--- src/rtl/id_pkg.sv ---
// Shared encodings for the decode stage: opcode classes, extender selects,
// sequencer states and instruction field positions.
package id_pkg;

  typedef enum logic [1:0] {
    OP_DP  = 2'b00,
    OP_MEM = 2'b01,
    OP_JMP = 2'b10,
    OP_SYS = 2'b11
  } op_t;

  typedef enum logic [1:0] {
    EXT_DP   = 2'b00,
    EXT_MEM  = 2'b01,
    EXT_JMP  = 2'b10,
    EXT_ZERO = 2'b11
  } ext_t;

  typedef enum logic [1:0] {
    ST_RUN     = 2'b00,
    ST_STALL   = 2'b01,
    ST_FLUSH   = 2'b10,
    ST_WAIT_EX = 2'b11
  } state_t;

  localparam int OP_HI  = 31;
  localparam int OP_LO  = 30;
  localparam int IL_BIT = 29;
  localparam int RD_HI  = 28;
  localparam int RD_LO  = 25;
  localparam int RS1_HI = 24;
  localparam int RS1_LO = 21;
  localparam int RS2_HI = 20;
  localparam int RS2_LO = 17;

  typedef struct packed {
    op_t        op;
    ext_t       ext_sel;
    logic       reg_write;
    logic       mem_read;
    logic       mem_write;
    logic       branch;
    logic       alu_src_imm;
    logic [3:0] rd;
    logic [3:0] rs1;
    logic [3:0] rs2;
  } dec_t;

  function automatic ext_t ext_of(input op_t op);
    case (op)
      OP_DP:   return EXT_DP;
      OP_MEM:  return EXT_MEM;
      OP_JMP:  return EXT_JMP;
      default: return EXT_ZERO;
    endcase
  endfunction

endpackage

--- src/rtl/id_decoder.sv ---
// Purely combinational field extraction and control decode of one instruction.
module id_decoder
  import id_pkg::*;
#(
  parameter int N = 32
) (
  input  logic [N-1:0] instr,
  output dec_t         dec
);

  op_t  op;
  logic il;
  logic unused_bits;

  // Immediate and upper bits belong to later stages; fold them so they count as read.
  assign unused_bits = ^instr;

  always_comb begin
    op              = op_t'(instr[OP_HI:OP_LO]);
    il              = instr[IL_BIT];
    dec             = '0;
    dec.op          = op;
    dec.ext_sel     = ext_of(op);
    dec.rd          = instr[RD_HI:RD_LO];
    dec.rs1         = instr[RS1_HI:RS1_LO];
    dec.rs2         = instr[RS2_HI:RS2_LO];
    case (op)
      OP_DP: begin
        dec.reg_write   = 1'b1;
        dec.alu_src_imm = il;
      end
      OP_MEM: begin
        dec.alu_src_imm = 1'b1;
        if (il) begin
          dec.mem_read  = 1'b1;
          dec.reg_write = 1'b1;
        end else begin
          dec.mem_write = 1'b1;
        end
      end
      OP_JMP:  dec.branch    = 1'b1;
      default: dec.reg_write = 1'b1;
    endcase
  end

endmodule

--- src/rtl/id_sequencer.sv ---
// Decode stage: instruction register toward EX plus the RUN/STALL/FLUSH/WAIT_EX
// sequencer handling load-use bubbles, jump flushes and multi-cycle SYS ops.
module id_sequencer
  import id_pkg::*;
#(
  parameter int N = 32
) (
  input  logic         clk,
  input  logic         rst,
  input  logic         if_valid,
  input  logic [N-1:0] if_instr,
  output logic         id_ready,
  input  logic         ex_ready,
  input  logic         ex_done,
  output logic         ex_valid,
  output logic [1:0]   ext_selector,
  output logic         reg_write,
  output logic         mem_read,
  output logic         mem_write,
  output logic         branch,
  output logic         alu_src_imm,
  output logic [3:0]   rd,
  output logic         flush,
  output logic         busy,
  output state_t       state
);

  // Handshakes: an instruction moves IF->ID on a cycle where if_valid && id_ready,
  // and ID->EX on a cycle where ex_valid && ex_ready; a held ex_valid keeps all
  // decode outputs frozen until EX takes them.

  dec_t   dec;
  state_t state_nxt;
  logic   accept;
  logic   run_accept;
  logic   hazard;
  logic   stall_req;

  id_decoder #(.N(N)) u_decoder (
    .instr (if_instr),
    .dec   (dec)
  );

  always_comb begin
    case (state)
      ST_RUN:   id_ready = !ex_valid || ex_ready;
      ST_FLUSH: id_ready = 1'b1;
      default:  id_ready = 1'b0;
    endcase
  end

  assign accept     = if_valid && id_ready;
  assign run_accept = accept && (state == ST_RUN);
  assign hazard     = ex_valid && mem_read && ((dec.rs1 == rd) || (dec.rs2 == rd));
  // A jump wins over load-use: it issues at once and its follower is flushed anyway.
  assign stall_req  = hazard && (dec.op != OP_JMP);

  always_comb begin
    state_nxt = state;
    case (state)
      ST_RUN: begin
        if (run_accept) begin
          if (dec.op == OP_JMP)      state_nxt = ST_FLUSH;
          else if (stall_req)        state_nxt = ST_STALL;
          else if (dec.op == OP_SYS) state_nxt = ST_WAIT_EX;
        end
      end
      // A SYS held back by the bubble still needs its completion wait once issued.
      ST_STALL:   state_nxt = (ext_selector == EXT_ZERO) ? ST_WAIT_EX : ST_RUN;
      ST_FLUSH:   state_nxt = ST_RUN;
      ST_WAIT_EX: if (ex_done) state_nxt = ST_RUN;
      default:    state_nxt = ST_RUN;
    endcase
  end

  always_ff @(posedge clk or negedge rst) begin
    if (!rst) begin
      state <= ST_RUN;
      busy  <= 1'b0;
      flush <= 1'b0;
    end else begin
      state <= state_nxt;
      busy  <= (state_nxt != ST_RUN);
      flush <= (state_nxt == ST_FLUSH);
    end
  end

  // During a bubble the register already holds the stalled instruction with ex_valid low.
  always_ff @(posedge clk or negedge rst) begin
    if (!rst) begin
      ex_valid     <= 1'b0;
      ext_selector <= EXT_DP;
      reg_write    <= 1'b0;
      mem_read     <= 1'b0;
      mem_write    <= 1'b0;
      branch       <= 1'b0;
      alu_src_imm  <= 1'b0;
      rd           <= '0;
    end else if (run_accept) begin
      ex_valid     <= !stall_req;
      ext_selector <= dec.ext_sel;
      reg_write    <= dec.reg_write;
      mem_read     <= dec.mem_read;
      mem_write    <= dec.mem_write;
      branch       <= dec.branch;
      alu_src_imm  <= dec.alu_src_imm;
      rd           <= dec.rd;
    end else if (state == ST_STALL) begin
      ex_valid <= 1'b1;
    end else if (ex_ready) begin
      ex_valid <= 1'b0;
    end
  end

endmodule

--- config.mk ---
export PLATFORM = sky130hd
export DESIGN_NAME = id_sequencer
export DESIGN_NICKNAME = d
export VERILOG_FILES = /design/src/rtl/id_pkg.sv /design/src/rtl/id_decoder.sv /design/src/rtl/id_sequencer.sv
export SDC_FILE = /design/constraint.sdc
export NUM_CORES = 1
export LEC_CHECK = 0
export CAP_MARGIN = 10
export CORE_MARGIN = 2
export CORE_UTILIZATION = 41
export CTS_CLUSTER_SIZE = 8
export DETAILED_ROUTE_END_ITERATION = 10
export HOLD_SLACK_MARGIN = 0.02
export MAX_ROUTING_LAYER = met4
export PLACE_DENSITY = 0.84
export SETUP_SLACK_MARGIN = 0.1
export SYNTH_ARGS = -nofsm -noshare
export SYNTH_HDL_FRONTEND = slang
export SYNTH_HIERARCHICAL = 1
export SYNTH_SLANG_ARGS = --single-unit
--- constraint.sdc ---
create_clock -name clk -period 3 [get_ports clk]
set_clock_uncertainty 0.15 [all_clocks]
set_input_delay 0.3 -clock clk [delete_from_list [all_inputs] [get_ports clk]]
set_output_delay 0.3 -clock clk [all_outputs]
set_load 0.01 [all_outputs]
-- Word-level counts from Yosys, hierarchy flattened
Cells that the tools add are included.
- flip-flop bits (word level): 16
- input port bits: 37
- output and inout port bits: 17
- word-level logic and storage cells: 53
- equal/unequal tests: 11
- muxes and demuxes: 18
- reductions and logical operators: 13
- operators by type and width (cell ; count):
    two-way mux 2 bit ; 8
    == test 2 bit (second input constant) ; 6
    == test 4 bit ; 2
    one-hot mux 2 bit (4 select lines) ; 1
    one-hot mux 1 bit (2 select lines) ; 3
    one-hot mux 2 bit (3 select lines) ; 1
    logical AND 1 bit ; 5
    two-way mux 1 bit ; 5
    == test 2 x 1 -> 1 bit (second input constant) ; 2
    logical NOT 2 bit ; 2
    nonzero test 3 bit ; 1
    logical NOT 1 bit ; 2
    logical OR 1 bit ; 2
    != test 2 bit (second input constant) ; 1
    nonzero test 2 bit ; 1

-- Longest topological paths before layout
- word-level depth: 9
- mapped depth: 6
- mapped depth without buffers: 4

-- Modules after synthesis
The synthesis kept the hierarchy.
- by module, submodules not included (module ; times used ; cells each ; area an instance (µm²) ; sequential area each (µm²)):
    id_sequencer ; 1 ; 70 ; 840.8 ; 400.4
    id_decoder ; 1 ; 22 ; 151.4 ; 0.0

-- Least setup slack after synthesis
OpenSTA, ideal clock, no wires.
- path kind: register to register
- from: reg state[1]
- to: reg ext_selector[0]
- setup time: 0.125 ns
- arrival time: 1.307 ns
- data required time: 2.725 ns
- path slack: 1.418 ns
- cell stages (with the launch flop): 6
- buffers on the path: 2
- period minus slack after synthesis: 1.582 ns
- path through: dfrtp_1 > nor2_2 > and3_1 > buf_6 > buf_12 > mux2_4
- word-level cells in the longest chain between the ends: 4
- elaborated cells between the ends (all ways): 5
- those cells by class: eq/ne (1); mux (1); reduce/logical (3)
- RTL lines (item ; RTL line ; RTL):
    start, declared ; id_sequencer.sv:25 ; output state_t state
    start signal, assigned ; id_sequencer.sv:82 ; state <= state_nxt;
    == test 2 bit or logical NOT 2 bit (tied branches) ; id_sequencer.sv:45, id_sequencer.sv:53 ;
    one-hot mux 1 bit (2 select lines) ; id_sequencer.sv:45 ; case (state)
    logical AND 1 bit ; id_sequencer.sv:52 ; assign accept = if_valid && id_ready;
    logical AND 1 bit * ; id_sequencer.sv:53 ; assign run_accept = accept && (state == ST_RUN);
    end signal, assigned ; id_sequencer.sv:101 ; ext_selector <= dec.ext_sel;
    end, declared ; id_sequencer.sv:16 ; output logic [1:0] ext_selector,
Mark *: on every way between the ends. The rest lies on a longest branch, timed or not.
A chain may end at the register's enable or synchronous reset.

-- Worst setup path after layout
- from: in ex_ready
- to: out id_ready
- word-level cells in the longest chain between the ends: 2
- RTL lines (item ; RTL line ; RTL):
    start, declared ; id_sequencer.sv:13 ; input logic ex_ready,
    logical OR 1 bit ; id_sequencer.sv:46 ; ST_RUN: id_ready = !ex_valid || ex_ready;
    one-hot mux 1 bit (2 select lines) ; id_sequencer.sv:45 ;
    end, declared ; id_sequencer.sv:12 ; output logic id_ready,
Every way passes these cells.

==> qor.csv <==
metric,value,unit
drive_above_1_share,17.39,%
rows,17,
coreArea,0.002255,mm2
min_period,2.078,ns
fin_ws,0.9215,ns
cts_resized,0,
synth_area_leaders,"dfrtp_1 (40%), buf_4 (11%), mux2_4 (9.1%), xor2_1 (7.1%), mux2_2 (5.7%)",
clk_path_buf_depth,2,
grt_first_pass_wirelength,3.042,mm
synth_common_cells,"dfrtp_1 (16), buf_4 (14), nor2_1 (12)",
slew_viol_final,0,
firstDrtPassIters,4,
finalSetupTns,0,ns
cts-root-buf,clkbuf_4,
ir_drop,0.2898,mV
routed_wirelength,1.880,mm
status,finished clean,
yosys.cell_count.top_type,dfrtp_1,
drtAntennaViolNets,0,
grt-busiest-layer,met2,
via_per_inst,4.916,
period_share,69.28,%
synth_top_area_share,40.35,%
tightest_slew,0.6870,ns
ys_types,29,
cp-start-kind,input pin,
synth.cell_area,992.2,um2
max_freq,0.4811,GHz
synth_top_area_cell,dfrtp_1,
drcViolationCount,0,
clkTransAtPathRegs,0.09,ns
antenna_found_initial,0,
setup_violations,0,
die_w,53.20,um
ys_ff_latch,16,
initial_core_util,44.01,%
max_slew_margin,54.05,%
synthesis.instances,92,
nFillCells,205,
dp.cells,139,
rsz0062_at_grt,false,
die_area,0.002830,mm2
worstSetupPathType,in2out,
overflow,0,
pin_count,54,
grt.met1_usage,17.38,%
synth-edff-count,0,
final_net_count,153,
synth_fp_nets,129,
rrSetupSlack,1.06,ns
track_usage,15.50,%
cp.required,2.55,ns
cts_tree,built,
io_buffer_count,36,
p_per_area,569.1,mW/mm2
place.detailed.hpwl,1.450,mm
grt_use_met2,26.25,%
post_cts.repair.setup_buffers,0,
cts_inserted_buffers,3,
wire_per_inst,13.15,um
gp_congestion,0.8088,
ys_warn_count,6,
htreeDepth,1,
synth_area_per_cell,10.78,um2
finalHoldViolCount,0,
cts_hold_buf,0,
worst-path-max-fanout,4,
grt_start_max_net_pins,17,
ys_async_sr_fraction,100.0,%
clk_latency,0.28,ns
end_kind,primary output,
r2r_cells,4,
cts.sinks,16,
hold_path.class,in2async,
holdWs,0.2768,ns
leakage,0.5490,nW
first_iter_violations,8,
maxCapViolCount,0,
final-instance-count-excl-fill,143,
total_power,0.0007327,W
fp.dieH,53.20,um
antenna_cells,0,
vias,703,
synth_ff_type,dfrtp_1,
met3_usage,5.932,%
synth-seq-area-share,40.35,%
syn2layout_area_growth,29.76,%
post-place-ws,0.7879,ns
cp.arrival,1.63,ns
grt_pass1_vias,679,
==> cell type report <==
| class | instances | area [um2] | area share (%) |
|---|---|---|---|
| multi-input combinational | 58 | 447.9 | 34.79 |
| timing repair buffer | 37 | 367.9 | 28.57 |
| clock buffer | 4 | 36.28 | 2.818 |
| sequential | 16 | 400.4 | 31.10 |
| tap | 28 | 35.03 | 2.721 |
==> final timing paths <==
path                        endpoint       from
setup / recovery            id_ready   ex_ready
hold / removal              state[1]        rst
setup reg to reg               rd[3]   state[0]
hold reg to reg            mem_write  mem_write
max in group asynchronous      rd[1]        rst
min in group clk           mem_write  mem_write
==> metal layers <==
metal / part of all wire (%) / wire (um)
met5: 0 / 0
met4: 0.59 / 11
met3: 5.5 / 103
met2: 53 / 988
met1: 41 / 777
==> cell families (layout without fill, tap and decap cells) <==
kind of cell / Yosys count / after routing / share of synthesized area [%]
simple gates: 30 / 30 / 17.40
buf+inv: 18 / 41 / 14.50
flops: 16 / 16 / 40.35
mux: 11 / 11 / 14.75
compound gates: 9 / 9 / 5.926
xor+xnor: 8 / 8 / 7.062
==> cells in the final DEF (no fill, tap or decap), types with 2 or more instances in the layout <==
cell type / n
clkdlybuf4s50_1: 36
dfrtp_1: 16
nor2_1: 12
xor2_1: 8
mux2_4: 6
mux2_2: 5
nand2_1: 4
clkbuf_4: 3
nor4_2: 2
nor2b_1: 2
o21ai_0: 2
o21a_1: 2
==> metrics by stage <==
| step | cell area, um2 | util [%] |
|---|---|---|
| after CTS | 1287 | 57.10 |
| after floorplan | 992.2 | - |
| after global placement | 1251 | 55.49 |
| final | 1287 | 57.10 |
| after detailed placement | 1251 | 55.49 |
| after global routing | 1287 | 57.10 |
==> registers in the layout (all words and copies together), names as in the netlist <==
signal	cells
alu_src_imm	1
branch	1
busy	1
ex_valid	1
ext_selector	2
flush	1
mem_read	1
mem_write	1
rd	4
reg_write	1
state	2
==> worst max-delay path, cell delays in order <==
cell	delay (ns)
clkdlybuf4s50_1	0.45
nand2b_1	0.15
nor2_1	0.06
nor2_1	0.11
clkdlybuf4s50_1	0.55
==> where the power goes <==
group,leakage (nW),internal (W),switching (W)
logic,0.330,0.000181,0.000111
registers,0.198,0.000259,0.0000430
clock network,0.0210,0.0000739,0.0000644
Power figures use the tool's default switching activity.
